$ cat config.mk
export PLATFORM = sky130hd
export DESIGN_NAME = ps2_line_serializer_module
export DESIGN_NICKNAME = d
export VERILOG_FILES = /design/src/rtl/ps2_line_serializer_module.sv
export SDC_FILE = /design/constraint.sdc
export NUM_CORES = 1
export LEC_CHECK = 0
export ABC_AREA = 1
export ABC_CLOCK_PERIOD_IN_PS = 3300
export CORE_ASPECT_RATIO = 1.4
export CORE_MARGIN = 3
export CORE_UTILIZATION = 35
export CTS_CLUSTER_SIZE = 25
export DETAILED_ROUTE_END_ITERATION = 7
export PLACE_DENSITY = 0.7
export SETUP_SLACK_MARGIN = 0.15
export SYNTH_ARGS = -nofsm -noshare
export SYNTH_HDL_FRONTEND = slang
export SYNTH_SLANG_ARGS = --single-unit
$ cat constraint.sdc
create_clock -name clock -period 3.3 [get_ports clock]
set_input_delay 0.495 -clock clock [delete_from_list [all_inputs] [get_ports clock]]
set_output_delay 0.495 -clock clock [all_outputs]
set_load 0.01 [all_outputs]
$ cat src/rtl/ps2_line_serializer_module.sv
// Streams a packed line buffer out one character per valid/ready handshake,
// stopping at NUL/terminator or after LINE_CHARS characters, then emits TERM_CHAR.
module ps2_line_serializer_module #(
  parameter int                LINE_CHARS = 32,
  parameter int                CHAR_W     = 8,
  parameter logic [CHAR_W-1:0] TERM_CHAR  = 8'h0a
) (
  input  logic                               clock,
  input  logic                               resetn,
  input  logic [LINE_CHARS*CHAR_W-1:0]       line_content,
  input  logic                               line_load,
  output logic                               load_ready,
  output logic [CHAR_W-1:0]                  char_out,
  output logic                               char_valid,
  input  logic                               char_ready,
  output logic                               line_done,
  output logic [$clog2(LINE_CHARS+1)-1:0]    char_count
);

  localparam int LINE_W = LINE_CHARS * CHAR_W;
  localparam int IDX_W  = $clog2(LINE_CHARS);
  localparam int CNT_W  = $clog2(LINE_CHARS + 1);
  localparam logic [IDX_W-1:0] LAST_IDX = IDX_W'(LINE_CHARS - 1);

  typedef enum logic [1:0] {
    IDLE = 2'd0,
    SEND = 2'd1,
    TERM = 2'd2,
    DONE = 2'd3
  } state_t;

  state_t              state_q, state_d;
  logic [LINE_W-1:0]   shreg_q, shreg_d;
  logic [IDX_W-1:0]    idx_q,   idx_d;
  logic [CNT_W-1:0]    count_q, count_d;
  logic [CHAR_W-1:0]   top;
  logic                end_of_content;

  assign top            = shreg_q[LINE_W-1 -: CHAR_W];
  assign end_of_content = (top == '0) || (top == TERM_CHAR);
  assign char_count     = count_q;

  always_ff @(posedge clock or negedge resetn) begin
    if (!resetn) begin
      state_q <= IDLE;
      shreg_q <= '0;
      idx_q   <= '0;
      count_q <= '0;
    end else begin
      state_q <= state_d;
      shreg_q <= shreg_d;
      idx_q   <= idx_d;
      count_q <= count_d;
    end
  end

  // Outputs decode only registered state so they never follow char_ready or line_load.
  always_comb begin
    state_d    = state_q;
    shreg_d    = shreg_q;
    idx_d      = idx_q;
    count_d    = count_q;
    char_out   = '0;
    char_valid = 1'b0;
    load_ready = 1'b0;
    line_done  = 1'b0;

    case (state_q)
      IDLE: begin
        load_ready = 1'b1;
        if (line_load) begin
          shreg_d = line_content;
          idx_d   = '0;
          count_d = '0;
          state_d = SEND;
        end
      end

      SEND: begin
        // A NUL or terminator byte costs one idle cycle while we switch to TERM.
        if (end_of_content) begin
          state_d = TERM;
        end else begin
          char_out   = top;
          char_valid = 1'b1;
          if (char_ready) begin
            shreg_d = shreg_q << CHAR_W;
            count_d = count_q + CNT_W'(1);
            if (idx_q == LAST_IDX) begin
              state_d = TERM;
            end else begin
              idx_d = idx_q + IDX_W'(1);
            end
          end
        end
      end

      TERM: begin
        char_out   = TERM_CHAR;
        char_valid = 1'b1;
        if (char_ready) begin
          state_d = DONE;
        end
      end

      DONE: begin
        line_done = 1'b1;
        state_d   = IDLE;
      end

      default: state_d = IDLE;
    endcase
  end

endmodule

[After elaboration in Yosys (flattened, before gate mapping)]
Cells that the tools add are included.
Cells by class
  $add $sub $neg: 2
  equal/unequal tests: 12
  muxes and demuxes: 25
  reductions and logical operators: 7
Operators by type and width (number)
  2-to-1 mux 256 bit: 3
  one-hot mux 256 bit (2 select lines): 1
  2-to-1 mux 5 bit: 4
  2-to-1 mux 6 bit: 3
  one-hot mux 8 bit (2 select lines): 1
  one-hot mux 6 bit (2 select lines): 1
  2-to-1 mux 2 bit: 5
  != test 2 bit, second input constant: 5
  one-hot mux 5 bit (2 select lines): 1
  == test 8 x 4 -> 1 bit, second input constant: 1
  zero test 8 bit: 1
  2-to-1 mux 8 bit: 1
  one-hot mux 2 bit (4 select lines): 1
  AND reduction 4 bit: 2
  adder 6 x 1 -> 6 bit, second input constant: 1
  != test 3 bit, second input constant: 2
  adder 5 x 1 -> 5 bit, second input constant: 1
  == test 5 bit, second input constant: 1
  AND reduction 5 bit: 1
  == test 2 bit, second input constant: 2
  2-to-1 mux 1 bit: 3
  == test 2 x 1 -> 1 bit, second input constant: 1
  zero test 2 bit: 1
  one-hot mux 1 bit (2 select lines): 1
  other kinds (2): 2
Word-level totals
  flip-flop bits (word level): 269
  input port bits: 260

[Logic depth before layout (Yosys ltp)]
Gate-level depths: netlist of the first run.
  depth in word-level cells: 5
  mapped depth: 11

[Worst setup path after synthesis of the first run]
OpenSTA, ideal clock, no wires.
  path type: reg-to-output
  from: register state_q[1]
  to: output port char_out[0]
  arrival: 1.484 ns
  data required time: 2.805 ns
  slack: 1.321 ns
  cell stages (with the launch flop): 8
  buffers on the path: 3
  cell sequence: dfrtp_1 -> inv_1 -> ha_1 -> buf_2 -> buf_2 -> buf_2 -> nand2_1 -> nor2_1
Between the ends
  cells in the longest elaborated chain, start to end: 2
  elaborated cells between the ends (all ways): 3
  those cells by class: eq/ne (2); mux (1)
Ends and longest elaborated chain
  start: declaration: line 32  | state_t state_q, state_d;
  start signal: assignment: line 50  | state_q <= state_d;
  == test 2 bit or == test 2 x 1 -> 1 bit (tied branches): line 68  | case (state_q)
  one-hot mux 8 bit (2 select lines) (*): line 68
  end: declaration: line 13  | output logic [CHAR_W-1:0] char_out,
Mark *: on every way between the ends. The rest lies on a longest branch, timed or not.

[Final worst setup path of the first run]
  from: register state_q[1]
  to: output port char_out[5]
The elaborated chain is that of the path after synthesis.

==> results of run 1 <==
## cells in the mapped netlist
library cell	number
o22ai_1	1
nand3b_1	1
buf_2	50
buf_1	1
inv_1	19
inv_2	2
nor2_1	23
o21ai_0	1
mux2i_1	248
nand3_1	10
or2_2	1
nand2_1	310
clkbuf_1	6
o21ai_1	262
a21oi_4	1
xor2_1	1
nand4_1	7
ha_1	7
buf_6	14
or2_1	2
buf_4	17
dfrtp_1	269
a21oi_1	1
## area by class of cell
type	count	area share
Multi-Input combinational cell	876	0.318
Antenna cell	1	0.000150
Sequential cell	269	0.403
Inverter	21	0.00472
Clock inverter	14	0.00786
Timing Repair Buffer	298	0.183
Tap cell	456	0.0341
Clock buffer	38	0.0490
## worst max-delay path: cells and delay by family (launching register included)
family                     cells  cell delay (ns)
buffers and inverters          3             0.95
DFF                            1             0.41
and+or+nand+nor                2             0.33
adders and majority gates      1             0.21
## where the power goes
group | switching (mW) | internal [mW] | leakage [nW]
clock network | 1.34 | 1.90 | 0.468
registers | 0.918 | 4.96 | 3.35
logic | 4.16 | 3.09 | 3.40
total | 6.41 | 9.94 | 7.22
## logic make-up after synthesis
kind of cell	count (synthesis)	share of synthesized area
compound gates	266	0.106
buf+inv	109	0.0506
mux	248	0.196
flops	269	0.532
xor+xnor	1	0.000692
fa+ha+maj	7	0.00692
simple gates	354	0.108
## per-stage QoR
step                instances  area (sq um)  power [mW]  worst slack (ns)
global placement         1919         15700        13.0             0.828
CTS                      1972         16700        16.6             0.220
detailed placement       1919         15700        13.2             0.755
floorplan                1254         12700        11.6              1.32
global route             1973         16700        17.7             0.207
finish                   1973         16700        16.4             0.362
## timing repair
item | CTS | global route
gates resized for setup | 0 | 2
endpoints found under the setup margin | 0 | 6
hold buffers | 1 | 0
endpoints found under the hold margin | 29 | 0
## registers in the layout, indices dropped and copies added (netlist names)
register	flops
char_count	6
shreg_q	256
idx_q	5
state_q	2
## metal layers
layer / vias up / wire [um] / global-route usage
met2: 263 / 15300 / 0.274
met1: 4488 / 14000 / 0.214
met3: 39 / 2150 / 0.0408
met5: - / 0 / 0
li1: 4761 / - / -
met4: 0 / 701 / 0.0384
## worst max-delay path by stage
stage | end | depth (start not counted) | start | slack [ns]
2_1_floorplan | char_out[0] | 7 | state_q[1]$_DFFE_PN0P_ | 1.32
4_1_cts | char_out[5] | 6 | state_q[1]$_DFFE_PN0P_ | 0.22
3_3_place_gp | shreg_q[223]$_DFFE_PN0P_ | 7 | line_load | 0.83
6_report | char_out[5] | 6 | state_q[1]$_DFFE_PN0P_ | 0.36
5_1_grt | char_out[3] | 7 | state_q[1]$_DFFE_PN0P_ | 0.21
3_5_place_dp | shreg_q[229]$_DFFE_PN0P_ | 7 | line_load | 0.76
==> metrics.log, run 1 <==
INFO  metric chipHeight = 231 um
INFO  metric vdd_ir_max = 501 uV
INFO  metric dieArea = 38500 sq um
INFO  metric syn-mean-instance-area = 10.1 sq um
INFO  metric critical_path.reg2reg.endpoint = shreg_q[229]$_DFFE_PN0P_
INFO  metric initial_antenna_violation_count = 1
INFO  metric final.period_utilization = 0.890
INFO  metric area.growth.synth_to_final = 32.0%
INFO  metric i_o_buffers = 276
INFO  metric max_slew.worst_pin.slew = 0.959 ns
INFO  metric maxSlewHeadroom = 0.361
INFO  metric fin_crit = 2.94 ns
INFO  metric worstPathArrival = 2.44 ns
INFO  metric syn-instance-count = 1254
INFO  metric run_status = finished clean
INFO  metric crit_type = reg -> out
INFO  metric setup_tns = 0 ns
INFO  metric drv_cap = 0
INFO  metric worstRegToRegCells = 9
INFO  metric grt_pass1_vias = 9703
INFO  metric synth_nets = 1521
INFO  metric synth_warnings = 0
INFO  metric remaining_drc_errors = 0
INFO  metric critical_path_sink_type = primary output
INFO  metric yosysTopAreaCell = dfrtp_1
INFO  metric critPathLaunchType = flop
INFO  metric floorplan.rows = 81
INFO  metric synth_top_cell_area_share = 0.532
INFO  metric antenna_violating_nets_post_route = 0
INFO  metric clk_pin_slew = 0.06 ns
INFO  metric crit_chain = inv_1, ha_4, buf_6, nand2_1, nor2_1, clkdlybuf4s50_1
INFO  metric final.setup_skew = 0.0111 ns
INFO  metric cts_buffers = 28
INFO  metric total_leakage_power = 7.22 nW
INFO  metric die_width = 167 um
INFO  metric io_pins = 277
INFO  metric cts.sinks = 269
INFO  metric clock_latency_on_the_worst_skew_pair = 0.54 ns
INFO  metric layout_commonest_cell = nand2_1
INFO  metric finalHoldViolations = 0
INFO  metric htree_levels = 1
INFO  metric num_vias = 9551
INFO  metric fin_worst_hold_slack = 0.488 ns
INFO  metric cts_tree = done
INFO  metric hold_class = reg -> reg
INFO  metric grt_pass1_wl = 52000 um
INFO  metric wl_per_cell = 16.3 um
INFO  metric setup_violations = 0
INFO  metric root_buffer = clkbuf_16
INFO  metric grt_max_degree = 125
INFO  metric fmax = 340 MHz
INFO  metric min_from = shreg_q[156]$_DFFE_PN0P_
INFO  metric avgViaCountPerCell = 4.84
INFO  metric r2r_setup_slack = 0.90 ns
INFO  metric finish.utilization = 0.473
INFO  metric maxSlewViolCount = 0
INFO  metric initialDrtViolationCount = 590
INFO  metric area_of_the_multi_input_gates = 5320 sq um
INFO  metric grt_setup_unrepaired = no
INFO  metric layout.area.seq = 6730 sq um
INFO  metric power_per_cell_area = 978 nW/um^2
INFO  metric post_cts_setup_buffers = 0
INFO  metric crit_path_max_fanout = 21
INFO  metric initial_utilization = 0.358
INFO  metric netlist_top_cells_area = dfrtp_1, mux2i_1, o21ai_1
INFO  metric fillCellCount = 3320
INFO  metric routabilityCongestion = 0.829
INFO  metric wirelength = 32200 um
INFO  metric yosys_register_bits = 269
INFO  metric holdPathEnd = shreg_q[156]$_DFFE_PN0P_
INFO  metric synth_sequential_area_ratio = 0.532
INFO  metric design.final.nets = 1761
INFO  metric dp.final_hpwl = 22300 um
INFO  metric core_outline_area = 35400 sq um
INFO  metric gr-total-overflow = 0
INFO  metric layout-drive-gt1-share = 0.0508
INFO  metric max_stage_delay = 0.55 ns
INFO  metric drt_pass1_iterations = 5
INFO  metric most_used_cells_in_the_layout_excluding_fill_and_tap_cells = nand2_1, clkdlybuf4s50_1, dfrtp_1, o21ai_1, mux2i_1
INFO  metric synthesis.area = 12700 sq um
INFO  metric hold_path_depth = 2
INFO  metric crit_required = 2.80 ns
INFO  metric grt_util_all_layers = 0.163
INFO  metric critical_path.reg2reg.startpoint = state_q[0]$_DFFE_PN0P_
INFO  metric cpMaxStageDelayCell = clkdlybuf4s50_1
INFO  metric post_synth_num_cell_types = 23
INFO  metric maximum_buffer_depth_of_the_clock_tree = 3
(Power assumes the default switching activity.)
==> run 2, diff against run 1 <==
- CORE_UTILIZATION: 35 -> 54
- MAX_ROUTING_LAYER: not set -> met4
- PLACE_DENSITY: 0.7 -> 0.95
==> run 2 against run 1 <==
The run now ends with negative hold slack left. Clock skew fell by 0.0030 ns. Count of clock-buffer cells in the layout is the same. Core utilization rose by 25 points. Clock power shrank 2%. Non-clock buffer count decreased by 1. Flip-flop and latch count is the same. Power grew 0.79%. Cell count is 8.2% lower. Hold slack worse by 0.49 ns. Via count increased by 4.5%. Highest routed layer unchanged.
==> metrics.log, run 2 (synthesis results as in run 1) <==
INFO  metric vdd_ir_max = 687 uV
INFO  metric largest_register_ffs = 256
INFO  metric grt_use_met1 = 0.301
INFO  metric grt_pass1_vias = 10400
INFO  metric run_status = finished, violations left
INFO  metric critical_path_sink_type = primary output
INFO  metric clk_pin_slew = 0.07 ns
INFO  metric wl_per_cell = 17.8 um
INFO  metric root_buffer = clkbuf_16
INFO  metric cts_buffers = 26
INFO  metric max_stage_delay = 0.49 ns
INFO  metric critical_path_cell_count = 7
INFO  metric grt.met3_usage = 0.0519
INFO  metric avgViaCountPerCell = 5.51
INFO  metric dieArea = 25400 sq um
INFO  metric cts.sinks = 269
INFO  metric routabilityCongestion = 0.849
INFO  metric post_cts_setup_buffers = 0
INFO  metric worstPathArrival = 2.42 ns
INFO  metric fin_crit = 2.92 ns
INFO  metric gr-total-overflow = 0
INFO  metric crit_required = 2.80 ns
INFO  metric io_pins = 277
INFO  metric place_ws = 0.882 ns
INFO  metric cpMaxStageDelayCell = clkdlybuf4s50_1
INFO  metric i_o_buffers = 276
INFO  metric most_used_cells_in_the_layout_excluding_fill_and_tap_cells = nand2_1, clkdlybuf4s50_1, dfrtp_1, o21ai_1, mux2i_1
INFO  metric final_cell_area_excluding_filler_cells = 16500 sq um
INFO  metric clock_latency_on_the_worst_skew_pair = 0.52 ns
INFO  metric setup_violations = 0
INFO  metric initial_utilization = 0.556
INFO  metric ctsHoldBuffers = 0
INFO  metric maxSlewViolCount = 0
INFO  metric maxSlewHeadroom = 0.353
INFO  metric crit_chain = inv_1, ha_4, inv_2, nor2_1, o21ai_0, nor2_1, clkdlybuf4s50_1
INFO  metric setup_tns = 0 ns
INFO  metric remaining_drc_errors = 0
INFO  metric cp_endpoint = char_out[3]
INFO  metric floorplan.rows = 65
INFO  metric gr-max-usage-layer = met2
INFO  metric power_per_cell_area = 1000 nW/um^2
INFO  metric maximum_buffer_depth_of_the_clock_tree = 3
INFO  metric core_outline_area = 22800 sq um
INFO  metric met2_usage = 0.444
INFO  metric grt_pass1_wl = 51700 um
INFO  metric drt_pass1_iterations = 5
INFO  metric dp.final_hpwl = 22400 um
INFO  metric failed_checks = negative hold slack
INFO  metric fin_worst_hold_slack = -0.000775 ns
INFO  metric post-layout-total-power = 16.5 mW
INFO  metric finalHoldViolations = 5
INFO  metric drv_cap = 0
INFO  metric post_cts_resized = 0
INFO  metric cts_tree = done
INFO  metric initial_antenna_violation_count = 1
INFO  metric grt_setup_unrepaired = no
INFO  metric worstRegToRegCells = 10
INFO  metric design.final.nets = 1758
INFO  metric fmax = 343 MHz
INFO  metric final.period_utilization = 0.884
INFO  metric crit_type = reg -> out
INFO  metric total_leakage_power = 7.19 nW
INFO  metric layout_commonest_cell = nand2_1
INFO  metric wirelength = 32300 um
INFO  metric worst_slack = 0.381 ns
INFO  metric r2r_setup_slack = 0.92 ns
INFO  metric grt_max_degree = 133
INFO  metric crit_buf_inv = 3
INFO  metric die_width = 135 um
INFO  metric critical_path.reg2reg.endpoint = shreg_q[230]$_DFFE_PN0P_
INFO  metric crit_path_max_fanout = 12
INFO  metric antenna_violating_nets_post_route = 0
INFO  metric largest_register = shreg_q
INFO  metric cp-startpoint = state_q[1]$_DFFE_PN0P_
INFO  metric num_vias = 9977
INFO  metric post_dp_cell_area = 15500 sq um
INFO  metric area.growth.synth_to_final = 30.0%
INFO  metric critPathLaunchType = flop
INFO  metric hold_class = in -> async
INFO  metric htree_levels = 1
INFO  metric cp_common_cell = nor2_1
INFO  metric critical_path.top_delay_family = buffers and inverters
INFO  metric layout-drive-gt1-share = 0.0451
INFO  metric initialDrtViolationCount = 506
INFO  metric critical_path.reg2reg.startpoint = state_q[0]$_DFFE_PN0P_
INFO  metric grt_util_all_layers = 0.258
INFO  metric chipHeight = 187 um
INFO  metric final.setup_skew = 0.00804 ns
INFO  metric max_slew.worst_pin.slew = 0.970 ns
run 2: report_power, final:
part | leakage (nW) | switching (mW) | internal, mW | total (mW)
combinational | 3.39 | 4.32 | 3.06 | 7.38
clock | 0.446 | 1.25 | 1.92 | 3.17
sequential | 3.35 | 0.971 | 4.96 | 5.93
total | 7.19 | 6.53 | 9.95 | 16.5
run 2: through the flow:
stage	util	instances
after CTS	0.723	1810
final	0.723	1811
after floorplan	-	1254
after global placement	0.683	1764
after detailed placement	0.683	1764
after global routing	0.723	1811
run 2: worst min-delay path by stage:
stage,startpoint,cells past startpoint,slack (ns),to
2_1_floorplan,resetn,0,0.20,char_count[0]$_DFFE_PN0P_
6_report,resetn,1,-0.0008,shreg_q[217]$_DFFE_PN0P_
3_3_place_gp,idx_q[4]$_DFFE_PN0P_,2,0.47,idx_q[4]$_DFFE_PN0P_
3_5_place_dp,shreg_q[98]$_DFFE_PN0P_,2,0.48,shreg_q[98]$_DFFE_PN0P_
4_1_cts,resetn,1,0.02,shreg_q[217]$_DFFE_PN0P_
5_1_grt,resetn,1,0.04,shreg_q[225]$_DFFE_PN0P_
run 2: area by class of cell:
| type | instances | area [sq um] |
|---|---|---|
| Sequential cell | 269 | 6730 |
| Clock inverter | 8 | 149 |
| Antenna cell | 1 | 2.50 |
| Inverter | 21 | 78.8 |
| Tap cell | 301 | 377 |
| Fill cell | 1488 | 6310 |
| Clock buffer | 38 | 767 |
| Timing Repair Buffer | 297 | 3040 |
| Multi-Input combinational cell | 876 | 5320 |
run 2: routing by layer:
layer,share of wire,vias up
met2,0.51,347
met1,0.38,4782
li1,-,4768
met4,0.036,0
met3,0.068,80
met5,0,-
run 2: worst reg2reg max path: cells and delay by family (launching register included):
kind,cells,cell delay [ns]
buffers and inverters,4,0.72
AOI/OAI and AO/OA,2,0.35
DFF,1,0.44
adders and majority gates,1,0.26
and+or+nand+nor,3,0.48
